--- config.mk ---
export PLATFORM = sky130hd
export DESIGN_NAME = host_cmd_engine
export DESIGN_NICKNAME = d
export VERILOG_FILES = /design/src/rtl/host_cmd_engine_pkg.sv /design/src/rtl/host_cmd_engine.sv
export SDC_FILE = /design/constraint.sdc
export NUM_CORES = 1
export LEC_CHECK = 0
export CORE_ASPECT_RATIO = 0.6
export CORE_MARGIN = 3
export CORE_UTILIZATION = 35
export CTS_CLUSTER_DIAMETER = 80
export CTS_CLUSTER_SIZE = 10
export DETAILED_ROUTE_END_ITERATION = 8
export HOLD_SLACK_MARGIN = 0.12
export SLEW_MARGIN = 20
export SYNTH_ARGS = -nofsm -noshare
export SYNTH_HDL_FRONTEND = slang
export SYNTH_SLANG_ARGS = --single-unit
--- constraint.sdc ---
create_clock -name sys_clk -period 2.5 [get_ports sys_clk]
set_clock_uncertainty 0.1 [all_clocks]
set_input_delay 0.25 -clock sys_clk [delete_from_list [all_inputs] [get_ports sys_clk]]
set_output_delay 0.25 -clock sys_clk [all_outputs]
set_load 0.02 [all_outputs]
--- src/rtl/host_cmd_engine_pkg.sv ---
// Shared constants for the host command engine: opcodes, header layout and FSM states.
// The host-side software model mirrors these values.
package host_cmd_engine_pkg;

    localparam logic [3:0] OP_WRITE = 4'h1;
    localparam logic [3:0] OP_READ  = 4'h2;

    localparam int OP_MSB = 15;
    localparam int OP_LSB = 12;
    localparam int LEN_W  = 12;

    typedef enum logic [2:0] {
        ST_HDR,
        ST_ADDR,
        ST_WDATA,
        ST_WACK,
        ST_RHDR,
        ST_RDATA
    } state_t;

    function automatic logic [15:0] make_hdr(input logic [3:0] op, input logic [LEN_W-1:0] len);
        return {op, len};
    endfunction

endpackage

--- src/rtl/host_cmd_engine.sv ---
// Host pipe endpoint: parses WRITE/READ packets from the rx stream, drives the memory bus
// and pushes acknowledge headers and read data onto the tx stream.
module host_cmd_engine
    import host_cmd_engine_pkg::*;
#(
    parameter int ADDR_WIDTH = 16
) (
    input  logic                  sys_clk,
    input  logic                  sys_rst_n,
    output logic                  rx_ready,
    input  logic                  rx_valid,
    input  logic [15:0]           rx_data,
    input  logic                  tx_ready,
    output logic                  tx_valid,
    output logic [15:0]           tx_data,
    output logic                  mem_wr_en,
    output logic                  mem_rd_en,
    output logic [ADDR_WIDTH-1:0] mem_addr,
    output logic [15:0]           mem_wr_data,
    input  logic [15:0]           mem_rd_data,
    output logic                  err_opcode,
    output logic                  busy
);

    state_t                state, state_nxt;
    logic [3:0]            op_q;
    logic [LEN_W-1:0]      len_q;
    logic [LEN_W-1:0]      remaining;
    logic [LEN_W-1:0]      need;
    logic [ADDR_WIDTH-1:0] addr_q;
    logic                  armed;
    logic                  inflight;
    logic                  rd_pend;
    logic                  rx_take;
    logic                  hdr_push;
    logic                  op_known;

    // A word only counts if it answers a request from the previous cycle; stray
    // words right after reset are dropped this way.
    assign rx_take  = rx_valid && inflight;
    assign op_known = (rx_data[OP_MSB:OP_LSB] == OP_WRITE) || (rx_data[OP_MSB:OP_LSB] == OP_READ);

    always_comb begin
        need = '0;
        case (state)
            ST_HDR, ST_ADDR: need = LEN_W'(1);
            ST_WDATA:        need = remaining;
            default:         need = '0;
        endcase
        rx_ready = armed && (need > LEN_W'(inflight));
    end

    // NOTE: every output of this block gets a default first so no path infers a latch.
    always_comb begin
        state_nxt  = state;
        mem_wr_en  = 1'b0;
        mem_rd_en  = 1'b0;
        err_opcode = 1'b0;
        hdr_push   = 1'b0;
        case (state)
            ST_HDR: begin
                if (rx_take) begin
                    if (op_known) state_nxt = ST_ADDR;
                    else          err_opcode = 1'b1;
                end
            end
            ST_ADDR: begin
                if (rx_take) begin
                    if (op_q == OP_WRITE) state_nxt = (len_q == '0) ? ST_WACK : ST_WDATA;
                    else                  state_nxt = ST_RHDR;
                end
            end
            ST_WDATA: begin
                if (rx_take) begin
                    mem_wr_en = 1'b1;
                    if (remaining == LEN_W'(1)) state_nxt = ST_WACK;
                end
            end
            ST_WACK: begin
                if (tx_ready) begin
                    hdr_push  = 1'b1;
                    state_nxt = ST_HDR;
                end
            end
            ST_RHDR: begin
                if (tx_ready) begin
                    hdr_push  = 1'b1;
                    state_nxt = (len_q == '0) ? ST_HDR : ST_RDATA;
                end
            end
            ST_RDATA: begin
                // Issue the next read only once the previous word has been captured.
                mem_rd_en = tx_ready && (remaining != '0) && !rd_pend;
                if ((remaining == '0) && !rd_pend) state_nxt = ST_HDR;
            end
            default: state_nxt = ST_HDR;
        endcase
    end

    assign mem_addr    = addr_q;
    assign mem_wr_data = mem_wr_en ? rx_data : 16'h0000;
    assign busy        = (state != ST_HDR);

    // NOTE: sequential state uses non-blocking assignments so all flops update together.
    always_ff @(posedge sys_clk) begin
        if (!sys_rst_n) state <= ST_HDR;
        else            state <= state_nxt;
    end

    always_ff @(posedge sys_clk) begin
        if (!sys_rst_n) begin
            armed     <= 1'b0;
            inflight  <= 1'b0;
            rd_pend   <= 1'b0;
            tx_valid  <= 1'b0;
            tx_data   <= 16'h0000;
            op_q      <= 4'h0;
            len_q     <= '0;
            addr_q    <= '0;
            remaining <= '0;
        end else begin
            armed    <= 1'b1;
            inflight <= rx_ready;
            rd_pend  <= mem_rd_en;
            tx_valid <= hdr_push || rd_pend;
            if (hdr_push)     tx_data <= make_hdr(op_q, len_q);
            else if (rd_pend) tx_data <= mem_rd_data;

            if ((state == ST_HDR) && rx_take) begin
                op_q  <= rx_data[OP_MSB:OP_LSB];
                len_q <= rx_data[LEN_W-1:0];
            end
            if ((state == ST_ADDR) && rx_take) begin
                addr_q    <= rx_data[ADDR_WIDTH-1:0];
                remaining <= len_q;
            end
            if (mem_wr_en || mem_rd_en) begin
                addr_q    <= addr_q + ADDR_WIDTH'(1);
                remaining <= remaining - LEN_W'(1);
            end
        end
    end

endmodule

==> impl_metrics.tcl <==
set metrics [dict create \
    regToRegStartpoint "remaining[0]" \
    antenna_found_initial 0 \
    io_buffers 89 \
    r2r_end "mem_addr[8]" \
    yosys-top-cells-area "dfxtp_1, nand2_1, mux2i_1, a211oi_1, a21oi_1" \
    start_util_pct 36.4 \
    clkSinkCount 67 \
    synth.net_count 486 \
    avgSynthCellArea_um2 8.13 \
    worst_ir_drop_vdd_mv 0.409 \
    crit_path_max_incr_delay_ns 0.61 \
    crit_type "register to output port" \
    fin_cells 688 \
    place_hpwl_um 8890 \
    totalWireLength_um 12100 \
    grt_overflow 0 \
    layout_common_cells "clkdlybuf4s50_1, nand2_1, dfxtp_1, buf_4, nor2_1" \
    synth-seq-cells 67 \
    setup_viol 0 \
    nets 589 \
    crit_required_ns 2.15 \
    gr-usage-all-layers_pct 21.8 \
    htreeDepth 3 \
    cp-end-kind "output port" \
    yosysSeqAreaShare_pct 37.1 \
    rsz0062_at_grt "no" \
    first_pass_iters 6 \
    synthCells 445 \
    pin_count 90 \
    clk_latency_ns 0.34 \
    cp.depth 4 \
    ant_nets 0 \
    vias 3847 \
    power.density_mw_per_mm2 497 \
    drt_iter0_drc 525 \
    grt_pass1_wl_um 19900 \
    startpoint "state[2]" \
    routed_via_density 5.59 \
    placed_cells 672 \
    drive_above_1_share_pct 11.6 \
    hold_violations 0 \
    grt_pass1_vias 3674 \
    post_synth_instance_area_mm2 0.00362 \
    yosys_warnings 0 \
    final_max_slew_viol_count 0 \
    gp_congestion 0.889 \
    synth_top_cell_by_area "dfxtp_1" \
    start_kind "register" \
    reg2reg_slack_ns 0.23 \
    ys.flop_type "dfxtp_1" \
    cp_slowest_cell "clkdlybuf4s50_1" \
    synth-async-reset-ratio_pct 0 \
    cts_tree "built" \
    clockBufferDepth 2 \
    cts_root_buf "clkbuf_16" \
    cp_max_fo 20 \
    rows 28 \
    dieArea_mm2 0.0116 \
    remaining_drc_errors 0 \
    slew_headroom_pct 62.1 \
    drv_cap 0 \
    outcome "completed" \
    p_leak_uw 0.00202 \
    final_common_cell "clkdlybuf4s50_1" \
    synth_top_area_share_pct 37.1 \
    grt_start_max_net_pins 30 \
    cts_buffers 9 \
    hp-class "register to register" \
    cp-endpoint "mem_wr_en" \
    clk_pin_slew_ns 0.06 \
    reg2regPathDepth 8 \
    period_needed_ns 2.42 \
    synth-edff-count 0 \
    setup_tns_ns 0 \
    finalCritPeriodShare_pct 96.9 \
    crit_family "buffers and inverters" \
    core_mm2 0.00995 \
    tightest_slew_ns 0.568 \
    critPathBufInv 2 \
    die_x_um 137 \
    syn2layout_area_growth_pct 41.1 \
    die_height_um 84.7 \
    arrival_ns 2.07 \
    wire_per_inst_um 17.7 \
    antennaDiodeCount 0 \
    synth_cell_types 61 \
    fmax_ghz 0.413 \
    path_cells "or3b_4 -> nor2_4 -> buf_12 -> clkdlybuf4s50_1" \
]
cells in the mapped netlist, types with 9 or more instances:
master,count
or3_1,9
and2_1,19
inv_1,9
buf_2,9
nor2_1,27
mux2i_1,17
and3_1,15
a21oi_1,26
a31oi_1,16
dfxtp_1,67
a211oi_1,18
nand2_1,70
o21ai_0,10
nand3_1,13
clkbuf_1,17
cell type report:
cell class / instances / area [µm²]
Multi-Input combinational cell: 340 / 2130
Tap cell: 135 / 169
Clock inverter: 7 / 76.3
Clock buffer: 9 / 225
Sequential cell: 67 / 1340
Fill cell: 973 / 4850
Inverter: 9 / 33.8
Timing Repair Buffer: 121 / 1130
logic make-up (layout without fill, tap and decap cells):
| kind of cell | Yosys count | after routing | synth area share [%] |
|---|---|---|---|
| flip-flops | 67 | 67 | 37.1 |
| XOR/XNOR | 2 | 2 | 0.484 |
| multiplexers | 17 | 17 | 4.70 |
| AND/OR/NAND/NOR | 199 | 199 | 28.8 |
| AO/OA/AOI/OAI | 117 | 117 | 22.8 |
| adder cells (fa/ha/maj) | 5 | 5 | 1.73 |
| buffers and inverters | 38 | 146 | 4.36 |
power breakdown:
group,switching (µW),total [µW],internal [µW]
clock,510,1290,778
combinational,77.6,157,79.8
sequential,13.2,1090,1080
routing by layer:
metal	GRT usage, %	vias up	part of all wire (%)
li1	-	1862	-
met1	34.0	1781	51
met2	28.5	187	39
met3	6.77	17	8.4
met4	5.71	0	1.4
met5	0	-	0
per-stage QoR:
step                hold slack, ns  power (µW)  instance area (µm²)  setup slack [ns]  util [%]
floorplan                    0.178        1160                 3620             0.373         -
finish                       0.383        2540                 5100            0.0780      51.3
detailed placement           0.377        1270                 4820            0.0677      48.4
global placement             0.370        1270                 4820            0.0733      48.4
global route                 0.414        2630                 5100           0.00441      51.3
CTS                          0.386        2570                 5100            0.0688      51.3
sequential cells by signal (all words and copies together) (netlist names):
name	flops
rd_pend	1
tx_data	16
remaining	12
len_q	12
state	3
tx_valid	1
op_q	4
mem_addr	16
inflight	1
armed	1
worst min-delay path: stages (launching register included):
cell     delay [ns]
dfxtp_1        0.32
nand2_1        0.06
a21oi_1        0.06
how the worst min path moves through the flow:
| stage | end | startpoint | depth (start not counted) |
|---|---|---|---|
| 2_1_floorplan | armed | sys_rst_n | 0 |
| 3_3_place_gp | op_q[0] | op_q[0] | 2 |
| 3_5_place_dp | op_q[0] | op_q[0] | 2 |
| 4_1_cts | op_q[0] | op_q[0] | 2 |
| 5_1_grt | op_q[3] | op_q[3] | 2 |
| 6_report | op_q[0] | op_q[0] | 2 |
repair_timing:
action | 4_1_cts | 5_1_grt
endpoints found under the hold margin | 0 | 0
pin swaps | 0 | 0
endpoints found under the setup margin | 19 | 1
gates resized for setup | 20 | 1
setup buffers | 0 | 0
hold buffers | 0 | 0
Power figures use the tool's default switching activity.
